`src/rtl/pim_cmd_scheduler_if.sv`:
```
// Request/command bus of the PIM command scheduler: request push side,
// decoded command side and queue status.
interface pim_cmd_scheduler_if #(
   parameter int DEPTH = 8
);
   localparam int CW = $clog2(DEPTH) + 1;

   logic          req_valid;
   logic          req_ready;
   logic [25:0]   req_data;
   logic          out_valid;
   logic          out_ready;
   logic [2:0]    op;
   logic [2:0]    rank_id;
   logic [3:0]    bg_id;
   logic [14:0]   addr;
   logic [2:0]    rank1_id;
   logic [3:0]    bg1_id;
   logic [3:0]    addr1;
   logic [2:0]    rank2_id;
   logic [3:0]    bg2_id;
   logic [3:0]    addr2;
   logic          bgs;
   logic [1:0]    act_func;
   logic [CW-1:0] rd_count;
   logic [CW-1:0] wr_count;
   logic          drain_mode;

   modport slave (
      input  req_valid, req_data, out_ready,
      output req_ready, out_valid, op, rank_id, bg_id, addr,
             rank1_id, bg1_id, addr1, rank2_id, bg2_id, addr2,
             bgs, act_func, rd_count, wr_count, drain_mode
   );

   modport master (
      output req_valid, req_data, out_ready,
      input  req_ready, out_valid, op, rank_id, bg_id, addr,
             rank1_id, bg1_id, addr1, rank2_id, bg2_id, addr2,
             bgs, act_func, rd_count, wr_count, drain_mode
   );
endinterface

```
`src/rtl/pim_cmd_scheduler.sv`:
```
// PIM command scheduler: separate read/write FIFOs, read-priority arbitration
// with write-drain watermarks and write anti-starvation, registered decode.
//
// state    | meaning
// RD_PRI   | reads win unless the starve counter has saturated
// WR_DRAIN | writes win until occupancy falls to the low watermark
module pim_cmd_scheduler #(
   parameter int DEPTH      = 8,
   parameter int WM_HI      = 6,
   parameter int WM_LO      = 2,
   parameter int STARVE_MAX = 4
) (
   input logic                clk,
   input logic                reset,
   pim_cmd_scheduler_if.slave bus
);
   localparam int AW = $clog2(DEPTH);
   localparam int CW = AW + 1;
   localparam int SW = $clog2(STARVE_MAX + 1);

   typedef enum logic {RD_PRI = 1'b0, WR_DRAIN = 1'b1} state_t;

   typedef struct packed {
      logic [2:0]  op;
      logic [2:0]  rank_id;
      logic [3:0]  bg_id;
      logic [14:0] addr;
      logic [2:0]  rank1_id;
      logic [3:0]  bg1_id;
      logic [3:0]  addr1;
      logic [2:0]  rank2_id;
      logic [3:0]  bg2_id;
      logic [3:0]  addr2;
      logic        bgs;
      logic [1:0]  act_func;
   } cmd_t;

   localparam cmd_t CMD_RST = {3'b111, 47'd0};

   logic [24:0]   rd_mem [DEPTH];
   logic [24:0]   wr_mem [DEPTH];
   logic [AW-1:0] rd_wp, rd_rp, wr_wp, wr_rp;
   logic [CW-1:0] rd_cnt, wr_cnt, rd_cnt_nxt, wr_cnt_nxt;
   logic          rd_full, wr_full, rd_empty, wr_empty;
   logic          push_rd, push_wr, grant_rd, grant_wr, advance;
   logic [SW-1:0] starve_q, starve_nxt;
   state_t        state_q, state_nxt;
   logic          out_valid_q;
   cmd_t          cmd_q, dec;
   logic [24:0]   sel_data;

   function automatic cmd_t decode(input logic [24:0] d);
      cmd_t c;
      c = '0;
      case (d[24:22])
         3'b000, 3'b001: begin
            c.op      = {2'b00, d[22]};
            c.rank_id = d[21:19];
            c.bg_id   = d[18:15];
            c.addr    = d[14:0];
         end
         3'b010, 3'b011: begin
            c.op      = {2'b00, d[22]};
            c.rank_id = d[21:19];
            c.addr    = d[18:4];
         end
         3'b100: begin
            c.op       = 3'b010;
            c.rank1_id = d[21:19];
            c.bg1_id   = d[18:15];
            c.addr1    = d[14:11];
            c.rank2_id = d[10:8];
            c.bg2_id   = d[7:4];
            c.addr2    = d[3:0];
         end
         3'b101: begin
            c.op      = 3'b011;
            c.rank_id = d[21:19];
         end
         3'b110: begin
            c.op       = 3'b100;
            c.rank_id  = d[21:19];
            c.bgs      = d[18];
            c.act_func = d[17:16];
         end
         default: begin
            c.op      = 3'b101;
            c.rank_id = d[21:19];
            c.bgs     = d[18];
         end
      endcase
      return c;
   endfunction

   assign rd_full       = (rd_cnt == CW'(DEPTH));
   assign wr_full       = (wr_cnt == CW'(DEPTH));
   assign rd_empty      = (rd_cnt == '0);
   assign wr_empty      = (wr_cnt == '0);
   assign bus.req_ready = bus.req_data[25] ? !rd_full : !wr_full;
   assign push_rd       = bus.req_valid && bus.req_ready && bus.req_data[25];
   assign push_wr       = bus.req_valid && bus.req_ready && !bus.req_data[25];
   assign advance       = !out_valid_q || bus.out_ready;

   always_ff @(posedge clk or negedge reset) begin
      if (!reset) begin
         state_q  <= RD_PRI;
         starve_q <= '0;
      end else begin
         state_q  <= state_nxt;
         starve_q <= starve_nxt;
      end
   end

   // Watermarks are judged on the counts as they will be after this edge.
   always_comb begin
      grant_rd   = 1'b0;
      grant_wr   = 1'b0;
      state_nxt  = state_q;
      starve_nxt = starve_q;
      if (advance) begin
         if (state_q == WR_DRAIN) begin
            if (!wr_empty)      grant_wr = 1'b1;
            else if (!rd_empty) grant_rd = 1'b1;
         end else begin
            if (starve_q == SW'(STARVE_MAX) && !wr_empty) grant_wr = 1'b1;
            else if (!rd_empty)                            grant_rd = 1'b1;
            else if (!wr_empty)                            grant_wr = 1'b1;
         end
      end
      rd_cnt_nxt = rd_cnt + CW'(push_rd) - CW'(grant_rd);
      wr_cnt_nxt = wr_cnt + CW'(push_wr) - CW'(grant_wr);
      case (state_q)
         RD_PRI:   if (wr_cnt_nxt >= CW'(WM_HI)) state_nxt = WR_DRAIN;
         WR_DRAIN: if (wr_cnt_nxt <= CW'(WM_LO)) state_nxt = RD_PRI;
         default:  state_nxt = RD_PRI;
      endcase
      if (grant_wr || wr_empty)
         starve_nxt = '0;
      else if (grant_rd && starve_q != SW'(STARVE_MAX))
         starve_nxt = starve_q + SW'(1);
   end

   always_ff @(posedge clk or negedge reset) begin
      if (!reset) begin
         rd_wp  <= '0;
         rd_rp  <= '0;
         wr_wp  <= '0;
         wr_rp  <= '0;
         rd_cnt <= '0;
         wr_cnt <= '0;
      end else begin
         if (push_rd)  rd_wp <= rd_wp + AW'(1);
         if (grant_rd) rd_rp <= rd_rp + AW'(1);
         if (push_wr)  wr_wp <= wr_wp + AW'(1);
         if (grant_wr) wr_rp <= wr_rp + AW'(1);
         rd_cnt <= rd_cnt_nxt;
         wr_cnt <= wr_cnt_nxt;
      end
   end

   // Storage needs no reset; pointers and counts define what is valid.
   always_ff @(posedge clk) begin
      if (push_rd) rd_mem[rd_wp] <= bus.req_data[24:0];
      if (push_wr) wr_mem[wr_wp] <= bus.req_data[24:0];
   end

   assign sel_data = grant_wr ? wr_mem[wr_rp] : rd_mem[rd_rp];
   assign dec      = decode(sel_data);

   always_ff @(posedge clk or negedge reset) begin
      if (!reset) begin
         out_valid_q <= 1'b0;
         cmd_q       <= CMD_RST;
      end else if (advance) begin
         if (grant_rd || grant_wr) begin
            out_valid_q <= 1'b1;
            cmd_q       <= dec;
         end else begin
            out_valid_q <= 1'b0;
         end
      end
   end

   assign bus.out_valid  = out_valid_q;
   assign bus.op         = cmd_q.op;
   assign bus.rank_id    = cmd_q.rank_id;
   assign bus.bg_id      = cmd_q.bg_id;
   assign bus.addr       = cmd_q.addr;
   assign bus.rank1_id   = cmd_q.rank1_id;
   assign bus.bg1_id     = cmd_q.bg1_id;
   assign bus.addr1      = cmd_q.addr1;
   assign bus.rank2_id   = cmd_q.rank2_id;
   assign bus.bg2_id     = cmd_q.bg2_id;
   assign bus.addr2      = cmd_q.addr2;
   assign bus.bgs        = cmd_q.bgs;
   assign bus.act_func   = cmd_q.act_func;
   assign bus.rd_count   = rd_cnt;
   assign bus.wr_count   = wr_cnt;
   assign bus.drain_mode = (state_q == WR_DRAIN);
endmodule

```
`src/flat_wrapper.sv`:
```
// flat-port wrapper written by rule: the top's interface ports become plain ports
module pim_cmd_scheduler_flat 
#(
   parameter int DEPTH      = 8,
   parameter int WM_HI      = 6,
   parameter int WM_LO      = 2,
   parameter int STARVE_MAX = 4
)
  (clk, reset, bus_req_valid, bus_req_data, bus_out_ready, bus_req_ready, bus_out_valid, bus_op, bus_rank_id, bus_bg_id, bus_addr, bus_rank1_id, bus_bg1_id, bus_addr1, bus_rank2_id, bus_bg2_id, bus_addr2, bus_bgs, bus_act_func, bus_rd_count, bus_wr_count, bus_drain_mode);
  pim_cmd_scheduler_if #(.DEPTH(DEPTH)) bus_i ();
  input logic clk;
  input logic reset;
  input wire logic [$bits(bus_i.req_valid)-1:0] bus_req_valid;
  input wire logic [$bits(bus_i.req_data)-1:0] bus_req_data;
  input wire logic [$bits(bus_i.out_ready)-1:0] bus_out_ready;
  output wire logic [$bits(bus_i.req_ready)-1:0] bus_req_ready;
  output wire logic [$bits(bus_i.out_valid)-1:0] bus_out_valid;
  output wire logic [$bits(bus_i.op)-1:0] bus_op;
  output wire logic [$bits(bus_i.rank_id)-1:0] bus_rank_id;
  output wire logic [$bits(bus_i.bg_id)-1:0] bus_bg_id;
  output wire logic [$bits(bus_i.addr)-1:0] bus_addr;
  output wire logic [$bits(bus_i.rank1_id)-1:0] bus_rank1_id;
  output wire logic [$bits(bus_i.bg1_id)-1:0] bus_bg1_id;
  output wire logic [$bits(bus_i.addr1)-1:0] bus_addr1;
  output wire logic [$bits(bus_i.rank2_id)-1:0] bus_rank2_id;
  output wire logic [$bits(bus_i.bg2_id)-1:0] bus_bg2_id;
  output wire logic [$bits(bus_i.addr2)-1:0] bus_addr2;
  output wire logic [$bits(bus_i.bgs)-1:0] bus_bgs;
  output wire logic [$bits(bus_i.act_func)-1:0] bus_act_func;
  output wire logic [$bits(bus_i.rd_count)-1:0] bus_rd_count;
  output wire logic [$bits(bus_i.wr_count)-1:0] bus_wr_count;
  output wire logic [$bits(bus_i.drain_mode)-1:0] bus_drain_mode;
  assign bus_i.req_valid = bus_req_valid;
  assign bus_i.req_data = bus_req_data;
  assign bus_i.out_ready = bus_out_ready;
  assign bus_req_ready = bus_i.req_ready;
  assign bus_out_valid = bus_i.out_valid;
  assign bus_op = bus_i.op;
  assign bus_rank_id = bus_i.rank_id;
  assign bus_bg_id = bus_i.bg_id;
  assign bus_addr = bus_i.addr;
  assign bus_rank1_id = bus_i.rank1_id;
  assign bus_bg1_id = bus_i.bg1_id;
  assign bus_addr1 = bus_i.addr1;
  assign bus_rank2_id = bus_i.rank2_id;
  assign bus_bg2_id = bus_i.bg2_id;
  assign bus_addr2 = bus_i.addr2;
  assign bus_bgs = bus_i.bgs;
  assign bus_act_func = bus_i.act_func;
  assign bus_rd_count = bus_i.rd_count;
  assign bus_wr_count = bus_i.wr_count;
  assign bus_drain_mode = bus_i.drain_mode;
  pim_cmd_scheduler #(.DEPTH(DEPTH), .WM_HI(WM_HI), .WM_LO(WM_LO), .STARVE_MAX(STARVE_MAX)) u_core (.clk(clk), .reset(reset), .bus(bus_i));
endmodule
```
`config.mk`:
```
export PLATFORM = sky130hd
export DESIGN_NAME = pim_cmd_scheduler_flat
export DESIGN_NICKNAME = d
export VERILOG_FILES = /design/src/rtl/pim_cmd_scheduler_if.sv /design/src/rtl/pim_cmd_scheduler.sv /design/src/flat_wrapper.sv
export SDC_FILE = /design/constraint.sdc
export NUM_CORES = 1
export LEC_CHECK = 0
export BUFFER_PORTS_ARGS = -buffer_cell sky130_fd_sc_hd__buf_2
export CAP_MARGIN = 10
export CORE_UTILIZATION = 58
export CTS_CLUSTER_DIAMETER = 150
export DETAILED_ROUTE_END_ITERATION = 8
export GPL_TIMING_DRIVEN = 1
export PLACE_DENSITY = 0.77
export SLEW_MARGIN = 20
export SYNTH_ARGS = -nofsm -noshare
export SYNTH_HDL_FRONTEND = slang
export SYNTH_SLANG_ARGS = --single-unit
```
`constraint.sdc`:
```
create_clock -name clk -period 4.15 [get_ports clk]
set_input_delay 0.6225 -clock clk [delete_from_list [all_inputs] [get_ports clk]]
set_output_delay 0.6225 -clock clk [all_outputs]
set_load 0.02 [all_outputs]
```
==> results.txt, run 1 <==
- Run status: finished clean
* Routed Wire Length: just under 40000 um
* Count of cells resized by post-cts repair: 0
- The number of slew-limit violations in the final report came to 0.
- Skew-Pair Late Insertion Delay: roughly 0.54 ns
- Critical path type: flip-flop to flip-flop
- Buffers inserted during clock tree synthesis total 45.
* Setup repair after global routing missed its margin: no
* Final period util: 0.759
- Worst Tran Pin Value: ~1.1 ns
- Register area: approximately 14000 um^2
- Synth warn: 0
* Number of nets at the end of the flow: 1120
* Chain of cells forming the critical path: inv_1 -> ha_1 -> nor3b_1 -> a211o_1 -> clkinv_2 -> ha_1 -> inv_1 -> ha_1 -> fa_1 -> xor2_1 -> a21o_1 -> a221o_1
- Number of hold violations in the final report: 0
- For this run, the top clock speed supported by timing is between 0.3 and 0.4 GHz.
- Max-cap violations in this run came to 0.
- For the worst setup path, the data required time is approximately 4.6 ns.
- In this design, the critical path's most frequently occurring cell is ha_1.
- Remaining global-route overflow: 0
* Cell count after placement: 1425
- Before antenna repair, the detailed router went through 5 iterations.
- Clock transition at path regs: approximately 0.06 ns
- During placement, the flow inserted port buffers numbering 90.
- Headroom to the max-slew limit came out at 0.232.
- For this block, the initial DRC count from the detailed router was about 850.
* Async S/R FF share, synth: 0.158
- Height of the chip: about 180 um
* Post-CTS setup repair buffer count: 0
* Critical-path top delay cell: fa_1
* Number of nets in the synthesized netlist: ~1000
- The share of synthesized area in the top cell type comes to 0.641.
- Most instantiated flip-flop cell in the synthesis netlist: edfxtp_1
- CP bufs+invs: 3
- Along the worst path, the maximum fanout reaches 10.
- A synthesized cell averages around 20 um^2.
* Clock sink count: 475
- Count of flip-flops with a built-in enable after synthesis: 400
- In the final layout, the multi-input gates occupy between 4000 and 5000 um^2.
- The min-delay analysis places its worst path in the category input port to async pin.
- Final Instance Count excl. Fillers: ~1500
- The region available for standard cell placement spans 31600 um^2.
- Yosys attributes the largest share of cell area to edfxtp_1, mux4_2, dfrtp_1.
- Detail Route Antenna Nets: 0
- The number of global-route vias before repair was between 9000 and 10000.
- Share of cells above drive strength 1: 0.301
* Count of H-tree levels built during CTS: 2
- Hold is met by ~0.24 ns.
- The synthesized netlist contains 53 unique library cells.
- For the final routed database, the setup TNS stands at 0 ns.
- Weighted congestion reported at the end of routability-driven placement: approximately 0.78
* TritonCTS clock tree: built
- In the post-synthesis netlist, the cell with the most instances is edfxtp_1.
* Largest area contributor in the synthesized netlist: edfxtp_1
- In this run the critical register-to-register path is launched from u_core.bus.wr_count[2].
- IO Pins: 91
- After synthesis the cells add up to 18700 um^2.
- Pin count of the biggest net entering global routing: between 70 and 80
- DRC viols: 0
- In this run the static leakage power is 0.00752 uW.
- Layout-stage area growth over the synthesis result: 12.8%
- In the global route stage, overall resource usage came out at 0.248.
- For this run, the register share of the synthesized area comes to 0.741.
- Delay of the slowest cell on the worst path: approximately 0.41 ns
- Die area: between 30000 and 40000 um^2
- Register bit total from synthesis: 475
- After floorplanning, the core was divided into 65 placement rows.
- Post-synthesis cell count: between 900 and 1000
* Starting density of the core: 0.592
- Clock skew on the completed layout was measured at between 0.015 and 0.02 ns.
* Setup violation total in the final timing report: 0
- Crit path time final: between 3 and 4 ns
* Peak supply drop: approximately 0.00039 V
- Endpoint arrival time on the critical path: 3.56 ns
* Nature of the critical path startpoint: flip-flop
* Max clock buf depth: 3
- Horizontal die dimension: ~180 um
- Power per Cell Area: approximately 700 nW/um^2
* Initial antenna violation count: 1
- Endpoint kind of the worst setup timing path: flip-flop
- Root buf cell: clkbuf_16
- 0 antenna diodes ended up in the layout.
- Mean number of vias per cell: 6.30
* Hold buffer count at cts: 0
- The routed layout has ~9500 vias.
- Routed WL per cell: 26.4 um
* Layout fillers: a little over 2000
* Ranking of synthesized cells by instance count: edfxtp_1, mux4_2, nand2_1, dfrtp_1, mux2i_1
* Launch point of the worst path: u_core.bus.wr_count[2]
- First-pass GRT wire length: between 50000 and 60000 um
- Final HPWL DP: 23000 um
* Crit path max-delay family: adder cells
path summary, 6_finish.rpt:
path	endpoint	slack (ns)	cells past startpoint
max	u_core.bus.drain_mode	1.00	12
min	u_core.bus.wr_count[1]	0.24	1
max reg2reg	u_core.bus.drain_mode	1.00	12
min reg2reg	u_core.bus.op[0]	0.45	2
max in group asynchronous	u_core.wr_rp[0]	3.24	1
min in group clk	u_core.bus.op[0]	0.45	2
layer usage:
layer	GRT usage	wire length, um	part of all wire	vias to the layer above
li1	-	-	-	4028
met1	0.345	16100	0.40	4927
met2	0.400	19200	0.48	455
met3	0.0606	3580	0.090	57
met4	0.0651	801	0.020	2
met5	0	13	0.00033	-
layout make-up:
type	count	share of cell area
Timing Repair Buffer	119	0.0323
Clock buffer	55	0.0555
Sequential cell	475	0.658
Inverter	22	0.00397
Multi-Input combinational cell	407	0.219
Clock inverter	24	0.00716
Tap cell	402	0.0238
power breakdown:
group / internal [uW] / total, uW / switching [uW]
Combinational: 2060 / 4840 / 2780
Sequential: 5840 / 6400 / 560
Clock: 2070 / 3730 / 1660
Total: 9970 / 15000 / 5000
through the flow:
stage | utilization | worst slack, ns | power [uW] | instance area [um^2]
after floorplan | - | 0.259 | 9810 | 18700
after global placement | 0.626 | 1.10 | 11200 | 19800
after detailed placement | 0.626 | 1.01 | 11300 | 19800
after CTS | 0.668 | 0.998 | 15000 | 21100
after global routing | 0.668 | 0.854 | 15600 | 21100
final | 0.668 | 1.00 | 15000 | 21100
cells in the final DEF, fill, tap and decap left out, types with 13 or more instances in the layout:
master     synthesis  final
a22o_1            13     13
buf_2             16     89
buf_4              9     29
clkbuf_16          0     45
dfrtp_1           72     66
edfxtp_1         400    400
ha_1              18     18
inv_1             20     20
mux2i_1           69     69
mux4_2            99     99
nand2_1           77     77
cell families (layout without fill, tap and decap cells):
kind of cell               count (synthesis)  after routing  synth area share
adders and majority gates                 20             20            0.0142
and+or+nand+nor                          120            120            0.0280
muxes                                    177            177             0.164
buffers and inverters                     64            220            0.0174
xor gates and xnor gates                  13             13           0.00608
AOI/OAI and AO/OA                         77             77            0.0296
DFF                                      475            475             0.741
Power figures use the tool's default switching activity.
==> run 2, diff against run 1 <==
--- a/config.mk
+++ b/config.mk
@@ -7,11 +7,11 @@
 export LEC_CHECK = 0
 export BUFFER_PORTS_ARGS = -buffer_cell sky130_fd_sc_hd__buf_2
 export CAP_MARGIN = 10
-export CORE_UTILIZATION = 58
+export CORE_UTILIZATION = 55
 export CTS_CLUSTER_DIAMETER = 150
 export DETAILED_ROUTE_END_ITERATION = 8
 export GPL_TIMING_DRIVEN = 1
-export PLACE_DENSITY = 0.77
+export PLACE_DENSITY = 0.76
 export SLEW_MARGIN = 20
 export SYNTH_ARGS = -nofsm -noshare
 export SYNTH_HDL_FRONTEND = slang
==> constraint.sdc (replaced) <==
create_clock -name clk -period 2.8 [get_ports clk]
set_input_delay 0.42 -clock clk [delete_from_list [all_inputs] [get_ports clk]]
set_output_delay 0.42 -clock clk [all_outputs]
set_load 0.02 [all_outputs]
==> run 2 against run 1 <==
  * The flow now finishes with violations (setup timing)
  * Total power up 55%
  * Final cell count up 5.9%
  * Critical endpoint unchanged
  * Critical path type unchanged
  * Sequential share of layout area fell by 2.4 points
  * Sequential cell count unchanged
  * Non-clock buffer count increased by 37
  * Largest cell class unchanged
==> results.txt, run 2 (same netlist as run 1, synthesis figures left out) <==
* Run status: complete, but fails checks
* Failing checks: setup timing
- Most frequent cells in the layout: edfxtp_1, mux4_2, buf_2
* Class of the tightest hold or removal check: input port to async pin
- In this run the static leakage power is 0.00781 uW.
* Layout-stage area growth over the synthesis result: 17.0%
- At the worst endpoint, the required time is around 3.2 ns.
- After routing, the total negative slack on setup checks comes to -0.00938 ns.
- Hold repair after CTS inserted 0 buffers.
- The H-tree generated during clock tree synthesis spans 2 levels.
- The die is 187 um tall.
- Die area: approximately 35000 um^2
- First-pass GRT wire length: around 60000 um
- CTS saw ~480 sinks.
- Pin count of the biggest net entering global routing: 76
* Max clock buf depth: 3
- For this run, the share of the core covered by cells in the final layout is 0.654.
- For this run, design rule violations remaining after detail routing come to 0.
- Pre-CTS WS: -0.0934 ns
- Remaining global-route overflow: 0
* Routed Wire Length: between 40000 and 50000 um
- Nature of the critical path startpoint: flip-flop
- Clock-pin slew was measured on the worst setup and hold paths at around 0.060 ns.
- Endpoint arrival time on the critical path: roughly 3.2 ns
* Setup violation total in the final timing report: 1
- Iteration-0 DRC count of the detailed router: ~900
* Headroom to the max-slew limit: 0.364
- Layout fillers: about 2200
* Total core area: 33500 um^2
* Final HPWL DP: between 20000 and 25000 um
- Critical-path maximum fanout: 2
- At the pin with the least slew margin, the transition time is approximately 0.95 ns.
- TritonCTS buffer count: 46
- Initial antenna violation count: 4
* Maxcap violations: 0
* Critical path type: flip-flop to flip-flop
- For this run, the total global-route usage over all layers was measured as 0.234.
- Crit path time final: about 2.8 ns
- Dividing total power by cell area gives a power density of around 1100 nW/um^2.
- TritonCTS built the clock tree.
- Root buf cell: clkbuf_16
- Total number of vias: around 9700
- Port Buffer Count: 90
* Reg-to-reg setup timing slack: -0.009 ns
- In the routed layout, each cell is associated on average with a via count of around 6.
* Routed WL per cell: 25.2 um
- Number of nets at the end of the flow: approximately 1200
* Endpoint kind of the worst setup timing path: flip-flop
* Cell area reported after detailed placement: about 20000 um^2
- Timing would allow up to between 0.3 and 0.4 GHz.
* Final design instance area without fill: 21900 um^2
- Site Rows: 67
- At the end of routability-driven placement, the weighted congestion stood at between 0.7 and 0.8.
- Worst clock skew on the final layout: 0.0133 ns
- Most common library cell in the layout ignoring fill and taps: edfxtp_1
- The initial utilization of the core area, before any placement, comes to 0.559.
- Setup repair after global routing missed its margin: yes
- VDD sags by at most about 0.00065 V.
- Hold is met by around 0.003 ns.
* Final worst-path setup slack: -0.00938 ns
- In this run the horizontal extent of the chip is approximately 190 um.
- Of the available clock period, the critical path in the final layout requires 1.00.
* Number of hold violations in the final report: 0
- The number of global-route vias before repair came to 9778.
- The detail route stage leaves a number of antenna-violating nets equal to 0.
- Skew-Pair Late Insertion Delay: 0.55 ns
- between 90 and 100 I/O pins were placed.
- The number of slew-limit violations in the final report came to 0.
- Of the cells placed in the final design, the portion with a size suffix greater than 1 is 0.333.
- Iteration count of the initial detailed-routing pass: 4
run 2: cell types whose count changed in the layout (fill, tap and decap cells not counted), moves of 3 or more:
cell	before	now
nor3_2	6	3
clkbuf_1	9	14
ha_4	0	3
inv_2	1	5
buf_12	1	21
clkinv_2	12	6
buf_4	29	46
nor3_4	0	3
ha_1	18	15
inv_1	20	16
clkinvlp_4	3	0
run 2: final timing paths:
path	from	to	cells past startpoint
max	u_core.bus.rd_count[2]	u_core.bus.drain_mode	11
max in group asynchronous	reset	u_core.wr_rp[0]	1
min reg2reg	u_core.bus.op[0]	u_core.bus.op[0]	2
min	reset	u_core.bus.wr_count[0]	1
min in group clk	bus_req_data[12]	u_core.wr_mem[1][12]	1
max reg2reg	u_core.bus.rd_count[2]	u_core.bus.drain_mode	11
run 2: where the power goes:
part | internal [uW] | leakage, uW | switching [uW]
logic | 3660 | 0.00255 | 4420
registers | 8660 | 0.00456 | 696
clock network | 3330 | 0.000694 | 2510
run 2: layout make-up:
cell class	count	area, um^2	share of cell area
Clock inverter	21	166	0.00759
Timing Repair Buffer	156	1210	0.0552
Tap cell	448	561	0.0256
Sequential cell	475	13900	0.634
Multi-Input combinational cell	407	4730	0.216
Clock buffer	63	1260	0.0573
Antenna cell	1	2.50	0.000114
Inverter	22	95.1	0.00434
run 2: repair_timing:
item / in CTS / in global routing
resized for setup: 8 / 3
setup endpoints to repair: 4 / 18
buffers inserted: 3 / 2
endpoints found under the hold margin: 0 / 0
gates cloned: 0 / 0
pin swaps: 6 / 4
run 2: critical path, stage by stage (launching register included):
cell	delay [ns]
dfrtp_2	0.41
inv_2	0.08
ha_4	0.12
or3b_4	0.38
a211o_4	0.37
clkinv_8	0.06
ha_4	0.18
inv_2	0.06
ha_4	0.13
fa_2	0.44
a21o_1	0.17
a221o_1	0.29
run 2: per-layer routing:
layer,part of all wire,GRT usage,vias up
li1,-,-,4112
met5,0.0010,0,-
met4,0.023,0.0706,6
met1,0.41,0.326,5007
met3,0.081,0.0461,77
met2,0.49,0.381,454
run 2: per-stage QoR:
| step | power, uW | std cells |
|---|---|---|
| final | 23300 | 1593 |
| after global routing | 24200 | 1593 |
| after CTS | 23300 | 1590 |
| after detailed placement | 17400 | 1503 |
| after global placement | 17100 | 1503 |
| after floorplan | 14600 | 946 |
